## config.mk

```make
export PLATFORM = sky130hd
export DESIGN_NAME = wb_select_unit
export DESIGN_NICKNAME = d
export VERILOG_FILES = /design/src/rtl/wb_select_unit.sv
export SDC_FILE = /design/constraint.sdc
export NUM_CORES = 1
export LEC_CHECK = 0
export CORE_AREA = 4 4 194 196
export DETAILED_ROUTE_END_ITERATION = 8
export DIE_AREA = 0 0 198 200
export PLACE_DENSITY = 0.7
export SLEW_MARGIN = 20
export SYNTH_ARGS = -nofsm -noshare
export SYNTH_HDL_FRONTEND = slang
export SYNTH_SLANG_ARGS = --single-unit
export TNS_END_PERCENT = 30
```

## constraint.sdc

```tcl
create_clock -name clk -period 2.55 [get_ports clk]
set_input_delay 0.255 -clock clk [delete_from_list [all_inputs] [get_ports clk]]
set_output_delay 0.255 -clock clk [all_outputs]
set_load 0.01 [all_outputs]
```

## src/rtl/wb_select_unit.sv

```systemverilog
// rtl/wb_select_unit.sv - registered writeback selector with load extraction and one-shot RF write strobe
module wb_select_unit #(
    parameter  int XLEN    = 64,
    parameter  int PC_STEP = 4,
    localparam int OFFW    = $clog2(XLEN/8)
) (
    input  logic            clk,
    input  logic            reset,
    input  logic            WB_REQ,
    output logic            WB_READY,
    input  logic [2:0]      SELECT,
    input  logic [XLEN-1:0] ALU_OUT,
    input  logic [XLEN-1:0] MEM_DATA_REG,
    input  logic [XLEN-1:0] PC,
    input  logic [XLEN-1:0] IMM,
    input  logic [1:0]      LOAD_SIZE,
    input  logic            LOAD_UNSIGNED,
    input  logic [OFFW-1:0] BYTE_OFF,
    input  logic [4:0]      RD_ADDR,
    output logic [XLEN-1:0] WB_DATA,
    output logic [4:0]      WB_RD,
    output logic            WB_WE,
    output logic            WB_ERR
);

    typedef enum logic [1:0] {S_IDLE, S_ALIGN, S_WRITE} state_t;

    state_t            r_state, w_next;
    logic [XLEN-1:0]   r_wb_data;
    logic [4:0]        r_wb_rd;
    logic              r_err;
    logic [XLEN-1:0]   r_ld_data;
    logic [1:0]        r_ld_size;
    logic              r_ld_uns;
    logic [OFFW-1:0]   r_ld_off;
    logic [4:0]        r_ld_rd;

    logic              w_accept, w_is_load, w_is_rsv, w_misalign;
    logic [XLEN-1:0]   w_sel_data, w_shift, w_mask, w_ext;
    logic              w_sign;

    assign w_accept  = WB_REQ && (r_state == S_IDLE);
    assign w_is_load = (SELECT == 3'b001);
    assign w_is_rsv  = (SELECT == 3'b111);

    // Natural alignment only; a double load does not exist on a 32-bit datapath.
    always_comb begin
        case (LOAD_SIZE)
            2'b00:   w_misalign = 1'b0;
            2'b01:   w_misalign = BYTE_OFF[0];
            2'b10:   w_misalign = |BYTE_OFF[1:0];
            default: w_misalign = (XLEN == 32) || (|BYTE_OFF);
        endcase
    end

    always_comb begin
        case (SELECT)
            3'b000:  w_sel_data = ALU_OUT;
            3'b010:  w_sel_data = XLEN'(1);
            3'b011:  w_sel_data = '0;
            3'b100:  w_sel_data = PC;
            3'b101:  w_sel_data = PC + XLEN'(PC_STEP);
            3'b110:  w_sel_data = IMM;
            default: w_sel_data = '0;
        endcase
    end

    assign w_shift = r_ld_data >> {r_ld_off, 3'b000};

    always_comb begin
        w_mask = '1;
        w_sign = w_shift[XLEN-1];
        case (r_ld_size)
            2'b00: begin
                w_mask = XLEN'(8'hFF);
                w_sign = w_shift[7];
            end
            2'b01: begin
                w_mask = XLEN'(16'hFFFF);
                w_sign = w_shift[15];
            end
            2'b10: begin
                w_mask = XLEN'(32'hFFFF_FFFF);
                w_sign = w_shift[31];
            end
            default: ;
        endcase
        w_ext = (w_shift & w_mask) | ((w_sign && !r_ld_uns) ? ~w_mask : '0);
    end

    always_ff @(posedge clk) begin
        if (reset) r_state <= S_IDLE;
        else       r_state <= w_next;
    end

    always_comb begin
        w_next   = r_state;
        WB_READY = 1'b0;
        case (r_state)
            S_IDLE: begin
                WB_READY = 1'b1;
                if (w_accept && !w_is_rsv) begin
                    if (!w_is_load)       w_next = S_WRITE;
                    else if (!w_misalign) w_next = S_ALIGN;
                end
            end
            S_ALIGN: w_next = S_WRITE;
            S_WRITE: w_next = S_IDLE;
            default: w_next = S_IDLE;
        endcase
    end

    always_ff @(posedge clk) begin
        if (reset) begin
            r_wb_data <= '0;
            r_wb_rd   <= '0;
            r_err     <= 1'b0;
            r_ld_data <= '0;
            r_ld_size <= '0;
            r_ld_uns  <= 1'b0;
            r_ld_off  <= '0;
            r_ld_rd   <= '0;
        end else begin
            r_err <= 1'b0;
            if (w_accept) begin
                if (w_is_rsv || (w_is_load && w_misalign)) begin
                    r_err <= 1'b1;
                end else if (w_is_load) begin
                    r_ld_data <= MEM_DATA_REG;
                    r_ld_size <= LOAD_SIZE;
                    r_ld_uns  <= LOAD_UNSIGNED;
                    r_ld_off  <= BYTE_OFF;
                    r_ld_rd   <= RD_ADDR;
                end else begin
                    r_wb_data <= w_sel_data;
                    r_wb_rd   <= RD_ADDR;
                end
            end
            if (r_state == S_ALIGN) begin
                r_wb_data <= w_ext;
                r_wb_rd   <= r_ld_rd;
            end
        end
    end

    // x0 is hardwired zero, so its write strobe is dropped while data/index still update.
    assign WB_WE   = (r_state == S_WRITE) && (r_wb_rd != 5'd0);
    assign WB_DATA = r_wb_data;
    assign WB_RD   = r_wb_rd;
    assign WB_ERR  = r_err;

endmodule

```

Yosys cells after proc, flatten, opt, wreduce, memory -nomap -nowiden. Index checks and enable logic that the tools add are counted. W data, S select, Z words.

Flip-flop bits (word level): 147. Bits in latches: 0. Bits in writable memories: 0. ROM bits: 0. Logic and storage cells: 71. Memories kept: 0.

Add/sub/neg operators: 1. Multipliers: 0. Divide/modulo/power cells: 0. Order comparisons: 0. Equal/unequal tests: 16. Shift-type cells: 1. Muxes and demuxes: 19. Bitwise logic cells: 5. Reductions and logical operators: 20.

Operators with widths (count): $mux W64 (5); $pmux W64 S5 (1); $pmux W64 S3 (1); $add A64 B3 Y64 const B (1); $and A64 B64 Y64 (1); $not A64 Y64 (1); $or A64 B64 Y64 (1); $shr A64 B6 Y64 (1); $mux W5 (4); $eq A3 B3 Y1 const B (4); $eq A2 B1 Y1 const B (3); $eq A2 B2 Y1 const B (3); $logic_not A2 Y1 (3); $mux W2 (3); $ne A2 B1 Y1 const B (3); $pmux W1 S3 (2); $reduce_and A3 Y1 (2); $logic_and A1 B1 Y1 (5); $reduce_bool A5 Y1 (1); $pmux W2 S2 (1); $reduce_or A2 Y1 (2); $eq A3 B1 Y1 const B (1); $eq A3 B2 Y1 const B (1); $logic_not A3 Y1 (1); other kinds (8) (11).

Longest topological paths before layout. Gate-level depths: netlist of the first run.

Depth after elaboration: 7. Mapped depth: 10. Depth with buffers taken out: 7.

Least setup slack after synthesis of the first run. Ideal clock, no wire load.

Path type: register -> register. Start point: register r_ld_off[2]. End point: register r_wb_data[31] (netlist: WB_DATA[31]). Data arrival time: 2401 ps. Required time: 2430 ps. Setup slack: 30 ps. Stages on the path, launching flop included: 9. Buffers on the path: 2. Clock period less this slack: 2520 ps. Cells stage by stage: dfxtp_1 > clkbuf_1 > mux2_2 > mux4_2 > o2111ai_1 > and2_1 > clkbuf_1 > a41oi_1 > a211o_1.

Cells in the longest elaborated chain, start to end: 6. Elaborated cells between the ends (all ways): 7. Those cells by class: shift (1); mux (3); bitwise (2); reduce/logical (1).

Ends and longest elaborated chain: start: declaration (line 35) `logic [OFFW-1:0] r_ld_off;`; start signal: assignment (line 121) `r_ld_off <= '0;`; start signal: assignment (line 132) `r_ld_off <= BYTE_OFF;`; $shr A64 B6 Y64 (*) (line 68) `assign w_shift = r_ld_data >> {r_ld_off, 3'b000};`; $pmux W1 S3 (line 73) `case (r_ld_size)`; $logic_and A1 B1 Y1 (line 88) `w_ext = (w_shift & w_mask) | ((w_sign && !r_ld_uns) ? ~w_mask : '0);`; $mux W64 (line 88); $or A64 B64 Y64 (*) (line 88); $mux W64 (*) (line 139) `if (r_state == S_ALIGN) begin`; end signal: assignment (line 135) `r_wb_data <= w_sel_data;`; end signal: assignment (line 140) `r_wb_data <= w_ext;`; end: declaration (line 29) `logic [XLEN-1:0] r_wb_data;`.

Mark *: on every way between the ends. The rest lies on a longest branch, timed or not. A chain may end at the register's enable or synchronous reset.

Worst setup path in the final report of the first run.
Start point: input PC[15]. End point: register r_wb_data[52] (netlist: WB_DATA[52]).

Cells in the longest elaborated chain, start to end: 6.

Ends and longest elaborated chain: start: declaration (line 14) `input logic [XLEN-1:0] PC,`; $add A64 B3 Y64 (line 62) `3'b101: w_sel_data = PC + XLEN'(PC_STEP);`; $pmux W64 S5 (line 57) `case (SELECT)`; $mux W64 (line 128) `end else if (w_is_load) begin`; $mux W64 (line 126) `if (w_is_rsv || (w_is_load && w_misalign)) begin`; $mux W64 (line 125) `if (w_accept) begin`; $mux W64 (line 139).

No other way between the ends. The select of a mux whose other input is x is not followed.

==> out/metrics.csv, run 1 <==
stage,metric,value,unit
layout,nets,2115,
yosys,"Net Count, Synth",1714,
cts,Worst-path clk slew,0.08,ns
worst_hold_path,Hold Crit Class,in -> reg,
floorplanning,Die Ht,200,um
critical_path,worst path buffer plus inverter count,2,
routing,ANT nets after route,0,
sta,Final Slew Violations,0,
cts,"Clk Latency, worst-skew pair",0.43,ns
critical_path,RR Startpoint,r_ld_off[2],
floorplanning,I/O Pins,345,
critical_path,crit path max fanout,8,
run,max-cap viol count,0,
global_route,number of global-route vias before repair,12532,
power_and_ir_drop,Max VDD drop,412,uV
yosys,Avg Inst Size Synth,7.43,um^2
sta,endpoints failing hold,0,
yosys,register bit total from synthesis,147,
layout,Layout Cell Area excl Fill,16200,um^2
critical_path,Worst setup EP type,register,
sta,crit path time final,2.50,ns
routing,total routed wirelength,52500,um
place,GP Congestion,0.992,
layout,Final Core Density,0.449,
routing,routed vias,12964,
global_route,GRT overflow,0,
critical_path,"CP delay by family, top",simple AND/OR/NAND/NOR gates,
worst_hold_path,HP Start,reset,
critical_path,"slowest stage cell, crit path",or4_4,
layout,most frequent cells in the layout,"clkdlybuf4s50_1 (341), nand2_1 (289), buf_4 (152)",
floorplanning,core area,36100,um^2
yosys,top-area cell type share of the netlist area,0.275,
power_and_ir_drop,leakage,5.69,nW
critical_path,R2R cell count,8,
routing,DRC violations left,0,
routing,Via density,5.58,
routing,first drt pass iteration count,6,
worst_hold_path,hold depth,2,
sta,RSZ-0062 raised after global routing,false,
place,DP Wirelength,42300,um
cts,clock buffer depth,2,
floorplanning,Rows,70,
sta,fmax,0.400,GHz
yosys,Yosys top cell by area,dfxtp_1,
power_and_ir_drop,overall power,6.51,mW
yosys,synth warn,0,
sta,final period utilization,0.979,
critical_path,Worst R2R End,WB_DATA[55],
critical_path,WS Path Type,in -> reg,
critical_path,Worst R2R Setup Slack,0.09,ns
yosys,asr flop ratio synth,0,
sta,slew margin rel.,0.596,
place,DP Area,15600,um^2
critical_path,Critical Path Source Type,primary input,
yosys,synthesized instance count,1440,
routing,drt wl/cell,22.6,um
cts,CTS tree,done,
cts,# clock sinks,147,
yosys,Synth Flop Type,dfxtp_1,
global_route,initial antenna violation count,2,
floorplanning,Die X-Extent,198,um
floorplanning,Die ar.,39600,um^2
critical_path,"Req. time, crit path",2.85,ns
sta,skew final,0.0156,ns
global_route,largest net degree at the start of global routing,117,
layout,share of layout cells above drive strength 1,0.142,
critical_path,Worst EP arrival,2.79,ns
critical_path,"slowest stage delay, CP",0.64,ns
global_route,first-pass GRT wire length,76300,um
yosys,Post-Syn Area,10700,um^2
yosys,"top cells by area, synth","dfxtp_1 (28%), mux2i_1 (10%), nand2_1 (10%)",
cts,CTS buffer count,17,
worst_hold_path,Worst Hold Path EP,WB_DATA[33],
sta,Setup Viol. Count Final,0,
sta,Worst Tran Pin Value,0.599,ns
yosys,Synth cell types,68,
cts,Post-CTS Setup Repair Bufs,0,
yosys,Post-synth EDFFs,0,
cts,H-Tree Level Count,4,
layout,area grow syn2layout,51.4,%
global_route,Global Route Usage Sum,0.249,
critical_path,CP most frequent cell,or4_4,
power_and_ir_drop,pwr dens,402,nW/um^2
routing,Initial DRC Count,1241,
yosys,"Seq/Total Area, Yosys",0.275,
place,Buffers on Ports,344,
critical_path,CP cell instances,"clkdlybuf4s50_1, nand4_4, or4_4, or4_4, buf_4, o21a_1, o21ai_0, a31oi_1",
floorplanning,Starting Density,0.296,
cts,clk root buf,clkbuf_16,
run_status,outcome,"finished, final reports clean",
layout,"most common cell after layout, fill and taps aside",clkdlybuf4s50_1,
==> what timing repair did <==
| action | 4_1_cts | 5_1_grt |
|---|---|---|
| hold buffers | 0 | 0 |
| setup endpoints to repair | 0 | 10 |
| resized for setup | 0 | 6 |
==> synthesized netlist by cell type (all sizes together), types with 3 or more instances <==
| cell type | count |
|---|---|
| a211oi | 16 |
| a21oi | 148 |
| a221oi | 11 |
| a222oi | 17 |
| a22o | 6 |
| a22oi | 12 |
| a31o | 5 |
| a31oi | 18 |
| a41oi | 7 |
| and2 | 12 |
| and3 | 14 |
| and4 | 3 |
| buf | 22 |
| clkbuf | 101 |
| dfxtp | 147 |
| inv | 15 |
| mux2 | 22 |
| mux2i | 110 |
| mux4 | 19 |
| nand2 | 289 |
| nand2b | 7 |
| nand3 | 41 |
| nand3b | 5 |
| nand4 | 22 |
| nor2 | 74 |
| nor2b | 6 |
| nor3 | 23 |
| nor4 | 20 |
| o211a | 4 |
| o211ai | 16 |
| o21a | 7 |
| o21ai | 107 |
| o221ai | 5 |
| o22ai | 19 |
| o311a | 3 |
| o31ai | 8 |
| o32ai | 3 |
| or3 | 5 |
| or4 | 10 |
| xnor2 | 25 |
| xor2 | 10 |
==> logic make-up (layout without fill, tap and decap cells) <==
kind of cell | count (synthesis) | count (layout) | share of synthesized area
multiplexers | 151 | 151 | 0.166
AND/OR/NAND/NOR | 541 | 541 | 0.232
buffers and inverters | 139 | 553 | 0.0506
flip-flops | 147 | 147 | 0.275
other | 0 | 1 | 0
XOR/XNOR | 35 | 35 | 0.0287
adder cells (fa/ha/maj) | 1 | 1 | 0.00117
AO/OA/AOI/OAI | 426 | 426 | 0.246
==> worst max path at each step <==
stage               cells after the start        start  slack, ns     endpoint
floorplan                               8  r_ld_off[2]       0.03  WB_DATA[31]
global placement                        8       PC[26]      -0.33  WB_DATA[63]
detailed placement                      6       PC[26]      -0.37  WB_DATA[48]
CTS                                     8  r_ld_off[2]       0.02  WB_DATA[49]
global route                            8  r_ld_off[2]      0.003  WB_DATA[54]
finish                                  8       PC[15]       0.05  WB_DATA[52]
==> state kept, by name, indices dropped and copies added, names as in the netlist <==
| name | count |
|---|---|
| r_ld_data | 64 |
| WB_DATA | 64 |
| WB_ERR | 1 |
| r_ld_uns | 1 |
| r_ld_size | 2 |
| r_ld_rd | 5 |
| WB_RD | 5 |
| r_state | 2 |
| r_ld_off | 3 |
==> report_power, final <==
part	switching (mW)	total [mW]	internal (mW)
clock	1.11	2.52	1.40
combinational	0.715	1.55	0.831
sequential	0.0697	2.44	2.37
total	1.90	6.51	4.61
==> per-layer routing <==
layer / wire [um] / track usage / vias up
met5: 13 / 0 / -
li1: - / - / 6114
met2: 23800 / 0.404 / 680
met1: 22200 / 0.335 / 6074
met4: 1640 / 0.0808 / 2
met3: 4800 / 0.0485 / 94
==> stage by stage <==
step	cells	setup WS, ns	TNS [ns]	hold slack (ns)
2_1_floorplan	1440	0.0298	0	0.391
3_3_place_gp	2290	-0.329	-5.33	0.442
3_5_place_dp	2290	-0.371	-6.76	0.450
4_1_cts	2322	0.0184	0	0.218
5_1_grt	2323	0.00312	0	0.231
6_report	2323	0.0528	0	0.239
==> cell type report <==
type | count | area, um^2
multi-input cells | 1154 | 7240
flip-flops and latches | 147 | 2950
inverters | 16 | 60.1
clock inverters | 14 | 144
fillers | 3593 | 19900
repair buffers | 505 | 4780
well taps | 468 | 586
clock buffers | 18 | 439
diodes | 1 | 2.50
No activity file was read; power rests on OpenSTA's default activity.
==> inputs of run 2 (changes only) <==
--- a/config.mk
+++ b/config.mk
@@ -5,10 +5,10 @@
 export SDC_FILE = /design/constraint.sdc
 export NUM_CORES = 1
 export LEC_CHECK = 0
-export CORE_AREA = 4 4 194 196
+export CORE_AREA = 4 4 198 200
 export DETAILED_ROUTE_END_ITERATION = 8
-export DIE_AREA = 0 0 198 200
-export PLACE_DENSITY = 0.7
+export DIE_AREA = 0 0 202 204
+export PLACE_DENSITY = 0.68
 export SLEW_MARGIN = 20
 export SYNTH_ARGS = -nofsm -noshare
 export SYNTH_HDL_FRONTEND = slang
==> out/metrics.csv, run 2 (synthesis gave the netlist of run 1 again) <==
stage,metric,value,unit,change
run_status,outcome,"finished, final reports clean",,
floorplanning,Die X-Extent,202,um,+2.0%
place,GP Congestion,0.981,,-1.2%
sta,fmax,0.403,GHz,+0.73%
critical_path,Worst setup EP type,register,,
critical_path,Critical Path Source Type,primary input,,
cts,CTS tree,done,,
floorplanning,I/O Pins,345,,unchanged
place,DP Wirelength,43600,um,+3.2%
sta,Setup TNS,0,ns,unchanged
cts,# clock sinks,147,,unchanged
critical_path,WS Path Type,in -> reg,,
global_route,largest net degree at the start of global routing,102,,-13%
critical_path,"CP delay by family, top",simple AND/OR/NAND/NOR gates,,
power_and_ir_drop,pwr dens,416,nW/um^2,+3.5%
layout,share of layout cells above drive strength 1,0.144,,+0.00223
power_and_ir_drop,leakage,5.74,nW,+0.85%
critical_path,"slowest stage delay, CP",0.62,ns,-0.02 ns
critical_path,"Req. time, crit path",2.84,ns,about the same
global_route,number of global-route vias before repair,12700,,+1.3%
routing,WL met3,4070,um,-15%
sta,skew final,0.0164,ns,+0.000832 ns
routing,sum of routed wire segments on met1,23900,um,+7.5%
routing,top routing layer used,met5,,
critical_path,crit path max fanout,10,,+2
sta,Worst Tran Pin Value,0.621,ns,+0.0215 ns
floorplanning,Rows,71,,+1.4%
sta,Setup WS post-layout,0.0708,ns,+0.0180 ns
cts,clk root buf,clkbuf_16,,
sta,Setup Viol. Count Final,0,,unchanged
layout,Final Core Density,0.437,,-0.0124
routing,met2 WL,25600,um,+7.5%
routing,routed vias,13037,,+0.56%
layout,fillers,3780,,+5.2%
place,Buffers on Ports,344,,unchanged
floorplanning,Die ar.,41200,um^2,+4.1%
critical_path,worst path buffer plus inverter count,2,,unchanged
layout,"most common cell after layout, fill and taps aside",clkdlybuf4s50_1,,
layout,nets,2121,,+0.28%
routing,Via density,5.50,,-1.5%
power_and_ir_drop,Max VDD drop,415,uV,+0.85%
worst_hold_path,Hold Crit Class,in -> reg,,
sta,endpoints failing hold,0,,unchanged
global_route,GRT overflow,0,,unchanged
cts,H-Tree Level Count,4,,unchanged
global_route,initial antenna violation count,2,,unchanged
sta,final period utilization,0.972,,-0.00707
layout,area grow syn2layout,52.6,%,
routing,Initial DRC Count,1141,,-8.1%
place,Placed Instances,2339,,+2.1%
sta,Final Slew Violations,0,,unchanged
floorplanning,Starting Density,0.286,,-0.0104
cts,hold buffer count at CTS,0,,unchanged
routing,drt wl/cell,23.1,um,+2.2%
cts,Worst-path clk slew,0.07,ns,about the same
critical_path,"slowest stage cell, crit path",or4_4,,
critical_path,Worst EP arrival,2.77,ns,-0.02 ns
layout,most frequent cells in the layout,"clkdlybuf4s50_1 (341), nand2_1 (289), buf_4 (160)",,
routing,ANT nets after route,0,,unchanged
cts,Post-CTS Setup Repair Bufs,0,,unchanged
global_route,first-pass GRT wire length,80700,um,+5.7%
routing,DRC violations left,0,,unchanged
layout,Post-Layout Cell Count,2372,,+2.1%
routing,total routed wirelength,54700,um,+4.3%
place,DP Worst Slack,-0.419,ns,-0.0479 ns
global_route,Global Route Usage Sum,0.252,,+0.00308
sta,slew margin rel.,0.582,,-0.0145
floorplanning,core area,37400,um^2,+3.6%
sta,crit path time final,2.48,ns,-0.0180 ns
cts,CTS buffer count,17,,unchanged
floorplanning,Die Ht,204,um,+2.0%
critical_path,CP cell instances,"clkdlybuf4s50_1, nand3_1, or4_4, or3_1, buf_4, o311a_1, a21oi_1, a31oi_1",,
sta,RSZ-0062 raised after global routing,false,,
sta,Min Hold Slack,0.285,ns,+0.0462 ns
cts,clock buffer depth,2,,unchanged
routing,first drt pass iteration count,5,,-1
run,max-cap viol count,0,,unchanged
cts,"Clk Latency, worst-skew pair",0.43,ns,about the same
## run 2: cell count changes in the layout (fill, tap and decap cells not counted), sizes merged
| cell | delta |
|---|---|
| inv | -3 |
| buf | +6 |
| clkinv | -2 |
| bufinv | +2 |
| clkbuf | +2 |
| clkinvlp | +1 |
## run 2: per-layer routing
metal  vias up  GRT usage
li1       6115          -
met1      6254      0.341
met2       599      0.422
met3        67     0.0413
met4         2     0.0610
met5         -          0
## run 2: through the flow
| step | cell area (um^2) | power, mW |
|---|---|---|
| 6_report | 16300 | 6.79 |
| 5_1_grt | 16300 | 7.02 |
| 4_1_cts | 16300 | 6.81 |
| 3_5_place_dp | 15700 | 4.04 |
| 3_3_place_gp | 15700 | 4.03 |
| 2_1_floorplan | 10700 | 3.04 |
## run 2: final timing paths
| path | startpoint | end | slack [ns] | depth (start not counted) |
|---|---|---|---|---|
| max | PC[26] | WB_DATA[63] | 0.07 | 8 |
| min | reset | WB_DATA[7] | 0.29 | 2 |
| max reg2reg | r_ld_off[2] | WB_DATA[39] | 0.11 | 8 |
| min reg2reg | r_ld_rd[0] | r_ld_rd[0] | 0.46 | 2 |
## run 2: final cells by class
| class | instances | area, um^2 | area share |
|---|---|---|---|
| multi-input cells | 1154 | 7230 | 0.443 |
| clock inverters | 12 | 164 | 0.0100 |
| repair buffers | 511 | 4800 | 0.294 |
| well taps | 511 | 639 | 0.0392 |
| inverters | 16 | 60.1 | 0.00368 |
| clock buffers | 20 | 478 | 0.0293 |
| diodes | 1 | 2.50 | 0.000153 |
| flip-flops and latches | 147 | 2950 | 0.181 |
## run 2: report_power, final
part,internal [mW],switching (mW)
Sequential,2.37,0.0712
Combinational,0.832,0.736
Clock,1.67,1.11
Total,4.87,1.92
## run 2: what timing repair did
item,in CTS,in global routing
endpoints found under the setup margin,2,12
cloned,0,0
gates resized for setup,2,3
## run 2: worst register-to-register path, stage by stage (launching register included)
cell	delay [ns]
dfxtp_2	0.38
mux2_2	0.36
mux4_2	0.52
o2111ai_1	0.25
nand3_1	0.11
buf_4	0.21
o21ai_1	0.21
buf_4	0.15
o311ai_0	0.11
==> inputs of run 3 (changes only) <==
--- a/config.mk
+++ b/config.mk
@@ -5,9 +5,9 @@
 export SDC_FILE = /design/constraint.sdc
 export NUM_CORES = 1
 export LEC_CHECK = 0
-export CORE_AREA = 4 4 198 200
+export CORE_AREA = 3 3 197 199
 export DETAILED_ROUTE_END_ITERATION = 8
-export DIE_AREA = 0 0 202 204
+export DIE_AREA = 0 0 200 202
 export PLACE_DENSITY = 0.68
 export SLEW_MARGIN = 20
 export SYNTH_ARGS = -nofsm -noshare
==> out/metrics.csv, run 3 (synthesis gave the netlist of run 1 again) <==
stage,metric,value,unit,change
run_status,outcome,"finished, final reports clean",,
layout,Layout Cell Area excl Fill,16400,um^2,+0.70%
global_route,initial antenna violation count,3,,+1
floorplanning,Die X-Extent,200,um,-0.99%
worst_hold_path,Hold Crit Class,in -> reg,,
layout,most frequent cells in the layout,"clkdlybuf4s50_1 (341), nand2_1 (289), buf_4 (168)",,
critical_path,CP most frequent cell,or4_4,,
layout,Post-Layout Cell Count,2382,,+0.42%
cts,Post-CTS Setup Repair Bufs,0,,unchanged
critical_path,Worst R2R Setup Slack,0.12,ns,about the same
layout,area grow syn2layout,53.7,%,
routing,Initial DRC Count,1154,,+1.1%
cts,# clock sinks,147,,unchanged
place,DP Worst Slack,-0.398,ns,+0.0209 ns
routing,WL met3,4600,um,+13%
global_route,first-pass GRT wire length,78700,um,-2.5%
sta,Setup WS post-layout,0.0789,ns,+0.00815 ns
sta,endpoints failing hold,0,,unchanged
critical_path,"Req. time, crit path",2.83,ns,about the same
cts,H-Tree Level Count,4,,unchanged
routing,first drt pass iteration count,8,,+3
layout,"most common cell after layout, fill and taps aside",clkdlybuf4s50_1,,
floorplanning,Die Ht,202,um,-0.98%
place,Buffers on Ports,344,,unchanged
place,GP Congestion,0.956,,-2.5%
place,Placed Instances,2348,,+0.38%
place,DP Area,15800,um^2,+0.51%
layout,nets,2130,,+0.42%
sta,Setup Viol. Count Final,0,,unchanged
place,DP Wirelength,43900,um,+0.50%
cts,CTS buffer count,17,,unchanged
sta,crit path time final,2.47,ns,-0.00815 ns
cts,clk root buf,clkbuf_16,,
critical_path,crit path max fanout,7,,-3
routing,met2 WL,25100,um,-1.7%
floorplanning,I/O Pins,345,,unchanged
cts,CTS tree,done,,
critical_path,Worst setup EP type,register,,
cts,Worst-path clk slew,0.07,ns,about the same
critical_path,Worst EP arrival,2.76,ns,about the same
critical_path,"slowest stage cell, crit path",or4_4,,
sta,slew margin rel.,0.358,,-0.224
routing,routed vias,13121,,+0.64%
global_route,GRT overflow,0,,unchanged
routing,drt wl/cell,23.0,um,-0.37%
floorplanning,Die ar.,40400,um^2,-2.0%
routing,top routing layer used,met5,,
layout,share of layout cells above drive strength 1,0.149,,+0.00466
routing,sum of routed wire segments on met1,23000,um,-3.9%
power_and_ir_drop,Max VDD drop,421,uV,+1.4%
cts,"Clk Latency, worst-skew pair",0.43,ns,about the same
sta,fmax,0.405,GHz,+0.33%
critical_path,CP cell instances,"clkdlybuf4s50_1, nand4_4, or4_4, or4_4, buf_4, o21a_1, o21ai_1, a31oi_1",,
cts,clock buffer depth,2,,unchanged
routing,total routed wirelength,54800,um,about the same
critical_path,"slowest stage delay, CP",0.62,ns,about the same
floorplanning,Starting Density,0.286,,unchanged
critical_path,Critical Path Source Type,primary input,,
floorplanning,core area,37400,um^2,unchanged
layout,fillers,3737,,-1.1%
global_route,number of global-route vias before repair,12732,,+0.25%
sta,final period utilization,0.969,,-0.00319
run,max-cap viol count,0,,unchanged
sta,Worst Tran Pin Value,0.953,ns,+0.332 ns
floorplanning,Rows,71,,unchanged
sta,skew final,0.0111,ns,-0.00529 ns
power_and_ir_drop,pwr dens,421,nW/um^2,+1.2%
routing,DRC violations left,0,,unchanged
global_route,largest net degree at the start of global routing,76,,-25%
layout,Final Core Density,0.440,,+0.00305
critical_path,WS Path Type,in -> reg,,
global_route,Global Route Usage Sum,0.257,,+0.00440
sta,RSZ-0062 raised after global routing,false,,
routing,Via density,5.51,,+0.22%
sta,Final Slew Violations,0,,unchanged
power_and_ir_drop,leakage,5.79,nW,+0.87%
routing,ANT nets after route,0,,unchanged
## run 3: cell count changes in the layout (fill, tap and decap cells not counted), sizes merged
cell	before	now
bufinv	3	4
diode	1	2
buf	170	179
clkinv	5	4
## run 3: repair_timing
item                       in CTS  in global routing
pin swaps                       0                  0
gates resized for setup         2                  6
setup endpoints to repair       1                 12
hold buffers                    0                  0
## run 3: where the power goes
part	leakage, nW	switching [mW]	internal (mW)
combinational	4.27	0.737	0.838
clock	0.323	1.13	1.77
sequential	1.19	0.0734	2.37
total	5.79	1.94	4.98
## run 3: worst paths after layout
kind	start	endpoint	cells after the start
worst min-delay path	reset	WB_DATA[35]	2
worst min register to register	r_ld_data[8]	r_ld_data[8]	2
worst max register to register	r_ld_off[2]	WB_DATA[44]	7
worst max-delay path	PC[14]	WB_DATA[52]	8
## run 3: cell type report
type	count	area, um^2	area share
Inverter	16	60.1	0.00365
Timing Repair Buffer	520	4880	0.297
Tap cell	511	639	0.0389
Antenna cell	2	5.00	0.000304
Clock buffer	20	478	0.0291
Clock inverter	12	189	0.0115
Multi-Input combinational cell	1154	7240	0.440
Sequential cell	147	2950	0.179
## run 3: critical path, delay by kind of cell
family / cells / cell delay [ns]
AOI/OAI and AO/OA: 3 / 0.44
buffers and inverters: 2 / 0.73
and+or+nand+nor: 3 / 1.32
## run 3: layer usage
metal	vias up	global-route usage
met5	-	0
met4	6	0.0872
met3	112	0.0522
met2	654	0.422
met1	6220	0.334
li1	6129	-
## run 3: stage by stage
stage,hold WS [ns],power [mW],TNS [ns]
finish,0.241,6.92,0
floorplan,0.391,3.04,0
global route,0.242,7.13,0
global placement,0.443,4.04,-5.99
detailed placement,0.451,4.04,-7.25
CTS,0.229,6.92,0
